File: config.mk
export PLATFORM = sky130hd
export DESIGN_NAME = alu16_result_stage
export DESIGN_NICKNAME = d
export VERILOG_FILES = /design/src/rtl/alu16_result_stage.sv
export SDC_FILE = /design/constraint.sdc
export NUM_CORES = 1
export LEC_CHECK = 0
export BUFFER_PORTS_ARGS = -buffer_cell sky130_fd_sc_hd__buf_4
export CAP_MARGIN = 5
export CORE_AREA = 5 5 126 128
export CTS_CLUSTER_DIAMETER = 120
export DETAILED_ROUTE_END_ITERATION = 8
export DIE_AREA = 0 0 131 133
export GPL_TIMING_DRIVEN = 1
export PLACE_DENSITY_LB_ADDON = 0.12
export SYNTH_ARGS = -nofsm -noshare
export SYNTH_HDL_FRONTEND = slang
export SYNTH_SLANG_ARGS = --single-unit
File: constraint.sdc
create_clock -name clk -period 5.6 [get_ports clk]
set_clock_uncertainty 0.15 [all_clocks]
set_input_delay 1.12 -clock clk [delete_from_list [all_inputs] [get_ports clk]]
set_output_delay 1.12 -clock clk [all_outputs]
set_load 0.05 [all_outputs]
File: src/rtl/alu16_result_stage.sv
// 16-bit ALU execute/result stage feeding a 2-entry result buffer; OR path via or16.
// Latency: a result accepted at edge N is at the buffer head right after edge N when the buffer was empty.
// Backpressure: in_ready is registered (buffer not full next cycle), so out_ready has no combinational path to in_ready.

module or16 (
    input  logic [15:0] a,
    input  logic [15:0] b,
    output logic [15:0] y
);
    assign y = a | b;
endmodule

module alu16_result_stage #(
    parameter bit ACC_EN = 1'b1
) (
    input  logic        clk,
    input  logic        rst,
    input  logic        in_valid,
    output logic        in_ready,
    input  logic [15:0] in1,
    input  logic [15:0] in2,
    input  logic [2:0]  op,
    output logic        out_valid,
    input  logic        out_ready,
    output logic [15:0] out,
    output logic        z,
    output logic        c,
    output logic        n,
    output logic        v
);
    localparam logic [2:0] OP_AND  = 3'b000;
    localparam logic [2:0] OP_OR   = 3'b001;
    localparam logic [2:0] OP_XOR  = 3'b010;
    localparam logic [2:0] OP_NOT  = 3'b011;
    localparam logic [2:0] OP_ADD  = 3'b100;
    localparam logic [2:0] OP_SUB  = 3'b101;
    localparam logic [2:0] OP_PASS = 3'b110;
    localparam logic [2:0] OP_ACC  = 3'b111;

    typedef struct packed {
        logic [15:0] res;
        logic        z;
        logic        c;
        logic        n;
        logic        v;
    } entry_t;

    logic [15:0] acc;
    logic [15:0] or_y;
    logic [15:0] a_op;
    logic [15:0] b_op;
    logic        cin;
    logic        arith;
    logic [16:0] sum;
    entry_t      new_e;

    entry_t head, head_n;
    entry_t tail, tail_n;
    logic   out_valid_n;
    logic   tail_vld, tail_vld_n;
    logic   push, pop;

    or16 u_or16 (
        .a (in1),
        .b (in2),
        .y (or_y)
    );

    always_comb begin
        a_op  = in1;
        b_op  = in2;
        cin   = 1'b0;
        arith = 1'b0;
        case (op)
            OP_ADD: arith = 1'b1;
            OP_SUB: begin
                b_op  = ~in2;
                cin   = 1'b1;
                arith = 1'b1;
            end
            OP_ACC: begin
                if (ACC_EN) begin
                    a_op  = acc;
                    b_op  = in1;
                    arith = 1'b1;
                end
            end
            default: ;
        endcase

        sum = {1'b0, a_op} + {1'b0, b_op} + {16'b0, cin};

        new_e = '0;
        case (op)
            OP_AND:  new_e.res = in1 & in2;
            OP_OR:   new_e.res = or_y;
            OP_XOR:  new_e.res = in1 ^ in2;
            OP_NOT:  new_e.res = ~in1;
            OP_PASS: new_e.res = in1;
            default: new_e.res = arith ? sum[15:0] : in1;
        endcase
        new_e.z = (new_e.res == 16'h0000);
        new_e.n = new_e.res[15];
        new_e.c = arith & sum[16];
        // Overflow: both effective operands share a sign that the result does not.
        new_e.v = arith & (a_op[15] == b_op[15]) & (new_e.res[15] != a_op[15]);
    end

    assign push = in_valid & in_ready;
    assign pop  = out_valid & out_ready;

    // Head doubles as the output register so it holds its value once drained.
    always_comb begin
        head_n      = head;
        tail_n      = tail;
        out_valid_n = out_valid;
        tail_vld_n  = tail_vld;
        if (pop) begin
            if (tail_vld) begin
                head_n     = tail;
                tail_n     = new_e;
                tail_vld_n = push;
            end else if (push) begin
                head_n = new_e;
            end else begin
                out_valid_n = 1'b0;
            end
        end else if (push) begin
            if (!out_valid) begin
                head_n      = new_e;
                out_valid_n = 1'b1;
            end else begin
                tail_n     = new_e;
                tail_vld_n = 1'b1;
            end
        end
    end

    always_ff @(posedge clk) begin
        if (rst) begin
            head      <= '0;
            tail      <= '0;
            out_valid <= 1'b0;
            tail_vld  <= 1'b0;
            acc       <= 16'h0000;
            in_ready  <= 1'b0;
        end else begin
            head      <= head_n;
            tail      <= tail_n;
            out_valid <= out_valid_n;
            tail_vld  <= tail_vld_n;
            in_ready  <= !(out_valid_n && tail_vld_n);
            if (ACC_EN && push) begin
                acc <= new_e.res;
            end
        end
    end

    assign out = head.res;
    assign z   = head.z;
    assign c   = head.c;
    assign n   = head.n;
    assign v   = head.v;
endmodule

==> impl_metrics.csv <==
group,metric,value,unit
status,status,"finished clean",
drt,wl_per_cell,16.7,microns
sta,tightestPinTransition,888,ps
die,fp.coreArea,0.0148,sq mm
sta,whs,304,ps
sta,slew_viol_final,0,
setup_path,path_cells,"buf_4 -> nand2_1 -> a21oi_1 -> o31ai_1 -> fa_1 -> fa_1 -> a211o_1 -> a2111o_1 -> o21ai_2 -> a211oi_2 -> nor4_2 -> nand4_1 -> nor4_2 -> a31o_1",
synth,synthSimpleGateAreaFrac,21.1,%
die,dieArea,0.0174,sq mm
global_route,grt_max_degree,60,
pwr,power_frac_clock,34.1,%
clock_tree,cts_resized,0,
drt,vias,4838,
clock_tree,max-clock-path-buffers,2,
pwr,sequentialPowerShare,31.9,%
synth,synth.most_common_cell,"nor2_1",
global_route,use_met2,30.6,%
die,num_rows,45,
clock_tree,clk_pin_slew,50,ps
synth,synth_seq_area_share,22.9,%
pwr,p_int,0.908,mW
clock_tree,cts-root-buf,"clkbuf_16",
layout,n_antenna_cell,0,
synth,syn-num-nets,752,
die,start_util,33.8,%
synth,yosys_warnings,0,
synth,synth_edf_count,0,
clock_tree,clock-sinks,57,
pwr,p_switching,0.476,mW
sta,hold_viol,0,
place,dpl.hpwl,11.2,mm
place,gp_congestion,0.897,
global_route,use_met1,21.1,%
synth,synth.distinct_cells,79,
synth,synth-compound-area-share,26.6,%
setup_path,arrival,4810,ps
synth,synth_cells,664,
sta,rsz0062_at_grt,"no",
synth,synth-main-ff-cell,"dfxtp_1",
synth,synth_commonest_cells,"nor2_1 (84), nand2_1 (80), a21oi_1 (65)",
drt,wl,14.9,mm
pwr,power_frac_comb,34.0,%
synth,synthesis.area,0.00499,sq mm
drt,ant_nets,0,
setup_path,worstSetupPathType,"in -> reg",
synth,synth_top_area_share,22.9,%
setup_path,critPathBufInv,1,
pwr,switching_share,34.4,%
global_route,overflow,0,
clock_tree,cts_buffers,9,
clock_tree,cts_tree,"built",
die,die_h,133,microns
sta,setup_tns,0,ps
drt,drc_errors,0,
die,fp.dieW,131,microns
synth,synth_top_cell_by_area,"dfxtp_1",
place,portBuffers,60,
setup_path,cp_max_fo,24,
global_route,use_met3,3.67,%
global_route,grt_pass1_vias,4845,
setup_path,startpoint_type,"input pin",
clock_tree,clk_latency,330,ps
setup_path,crit_path_end_kind,"flop",
pwr,leakage,2.47,nW
global_route,busiest_layer,"met2",
layout,drive_gt1_share,16.9,%
synth,synth_top_family_by_area,"compound AO/OA/AOI/OAI gates",
setup_path,required,5720,ps
synth,synthArstFlopShare,0,%
sta,setup_violations,0,
drt,viasPerCell,5.42,
global_route,grtUsageTotal,17.4,%
sta,period_needed,4700,ps
die,pin_count,61,
synth,yosys.area_share.xor_xnor,0.878,%
sta,fmax,213,MHz
worst_hold_path,hp-class,"reg -> reg",
synth,avgSynthCellArea,7.51,sq um
synth,synth_fa_ha_area_share,12.8,%
drt,drtIter0Drc,225,
pwr,vdd_drop_max,114,uV
drt,dr.pass1.iters,4,
global_route,grt_pass1_wl,24.4,mm
job,maxCapViolations,0,
clock_tree,post_cts_buffers,0,
synth,synth_seq_cells,57,
clock_tree,postCtsHoldBufs,0,
setup_path,cp_slowest_cell,"fa_1",
sta,finalCritPeriodShare,83.8,%
layout,nets,790,
synth,yosys-top-cells-area,"dfxtp_1 (23%), ha_1 (12%), a21oi_1 (6.5%), nor2_1 (6.3%), nand2_1 (6.0%)",
pwr,power_density,241,mW/mm^2
global_route,antenna_found_initial,0,
clock_tree,h-tree-depth,3,
layout,syn_to_final_growth,15.0,%
sta,maxSlewHeadroom,40.6,%
setup_path,cpPeakStageDelay,460,ps
setup_path,cp_top_family,"compound AO/OA/AOI/OAI gates",
synth,synthMuxAreaShare,7.45,%
[final cells by class]
type | count | area (sq um)
Clock buffer | 12 | 246
Clock inverter | 1 | 5.00
Fill cell | 1572 | 9010
Inverter | 41 | 154
Multi-Input combinational cell | 524 | 3440
Sequential cell | 57 | 1140
Tap cell | 188 | 235
Timing Repair Buffer | 69 | 518
[power groups by stage]
stage	logic (mW)	registers (mW)	clock network [mW]
6_report	0.470	0.442	0.471
4_1_cts	0.473	0.443	0.485
5_1_grt	0.521	0.444	0.506
3_3_place_gp	0.466	0.450	0
2_1_floorplan	0.300	0.482	0
3_5_place_dp	0.470	0.450	0
[worst min-delay path, stage by stage (launching register included)]
cell	delay (ps)
dfxtp_1	310
nand2_1	50
a21oi_1	50
[sequential cells by signal (all words and copies together) (netlist names)]
signal	count
c	1
acc	16
v	1
tail_vld	1
tail	19
z	1
out_valid	1
in_ready	1
out	16
[path summary, 6_finish.rpt]
path | to | slack (ps) | cells after the start | start
worst max-delay path | z | 900 | 14 | op[2]
worst min-delay path | tail[12] | 300 | 2 | tail[12]
worst max register to register | z | 1910 | 11 | acc[0]
worst min register to register | tail[12] | 300 | 2 | tail[12]
[routing by layer]
metal,part of all wire [%],wire length [microns]
met1,44,6470
met5,0,0
met2,51,7540
met3,4.0,595
met4,1.7,259
[logic make-up after synthesis]
| family | count (synthesis) |
|---|---|
| and+or+nand+nor | 233 |
| AOI/OAI and AO/OA | 201 |
| buffers and inverters | 83 |
| DFF | 57 |
| adders and majority gates | 50 |
| muxes | 35 |
| xor gates and xnor gates | 5 |
[cells in the final DEF, fill, tap and decap left out, drive strengths merged, types with 3 or more instances in the layout]
| cell | netlist | final |
|---|---|---|
| nand3b | 4 | 4 |
| nand2 | 80 | 80 |
| nand3 | 7 | 7 |
| a211oi | 28 | 28 |
| o221ai | 8 | 8 |
| o211ai | 6 | 6 |
| nand2b | 4 | 4 |
| a21oi | 67 | 67 |
| dfxtp | 57 | 57 |
| o22ai | 3 | 3 |
| buf | 18 | 69 |
| mux2 | 17 | 17 |
| o21a | 3 | 3 |
| a311oi | 6 | 6 |
| or3 | 4 | 4 |
| clkbuf | 24 | 12 |
| nor2b | 6 | 6 |
| and2 | 6 | 6 |
| a211o | 4 | 4 |
| inv | 41 | 41 |
| a21boi | 3 | 3 |
| or2 | 3 | 3 |
| nor4 | 3 | 3 |
| nor3 | 18 | 18 |
| mux2i | 18 | 18 |
| nor2 | 85 | 85 |
| o21ai | 41 | 41 |
| nand4 | 4 | 4 |
| xnor2 | 4 | 4 |
| a21o | 4 | 4 |
| ha | 47 | 47 |
| a31oi | 3 | 3 |
[per-stage QoR]
step / std cells / setup WS [ps] / total power [mW] / util [%] / cell area [sq um]
6_report: 892 / 905 / 1.38 / 38.9 / 5740
5_1_grt: 892 / 680 / 1.47 / 38.9 / 5740
4_1_cts: 892 / 901 / 1.40 / 38.9 / 5740
3_5_place_dp: 879 / 586 / 0.921 / 37.2 / 5490
3_3_place_gp: 879 / 713 / 0.915 / 37.2 / 5490
2_1_floorplan: 664 / 657 / 0.782 / - / 4990
Note: power is estimated with default switching activity, not from simulation.
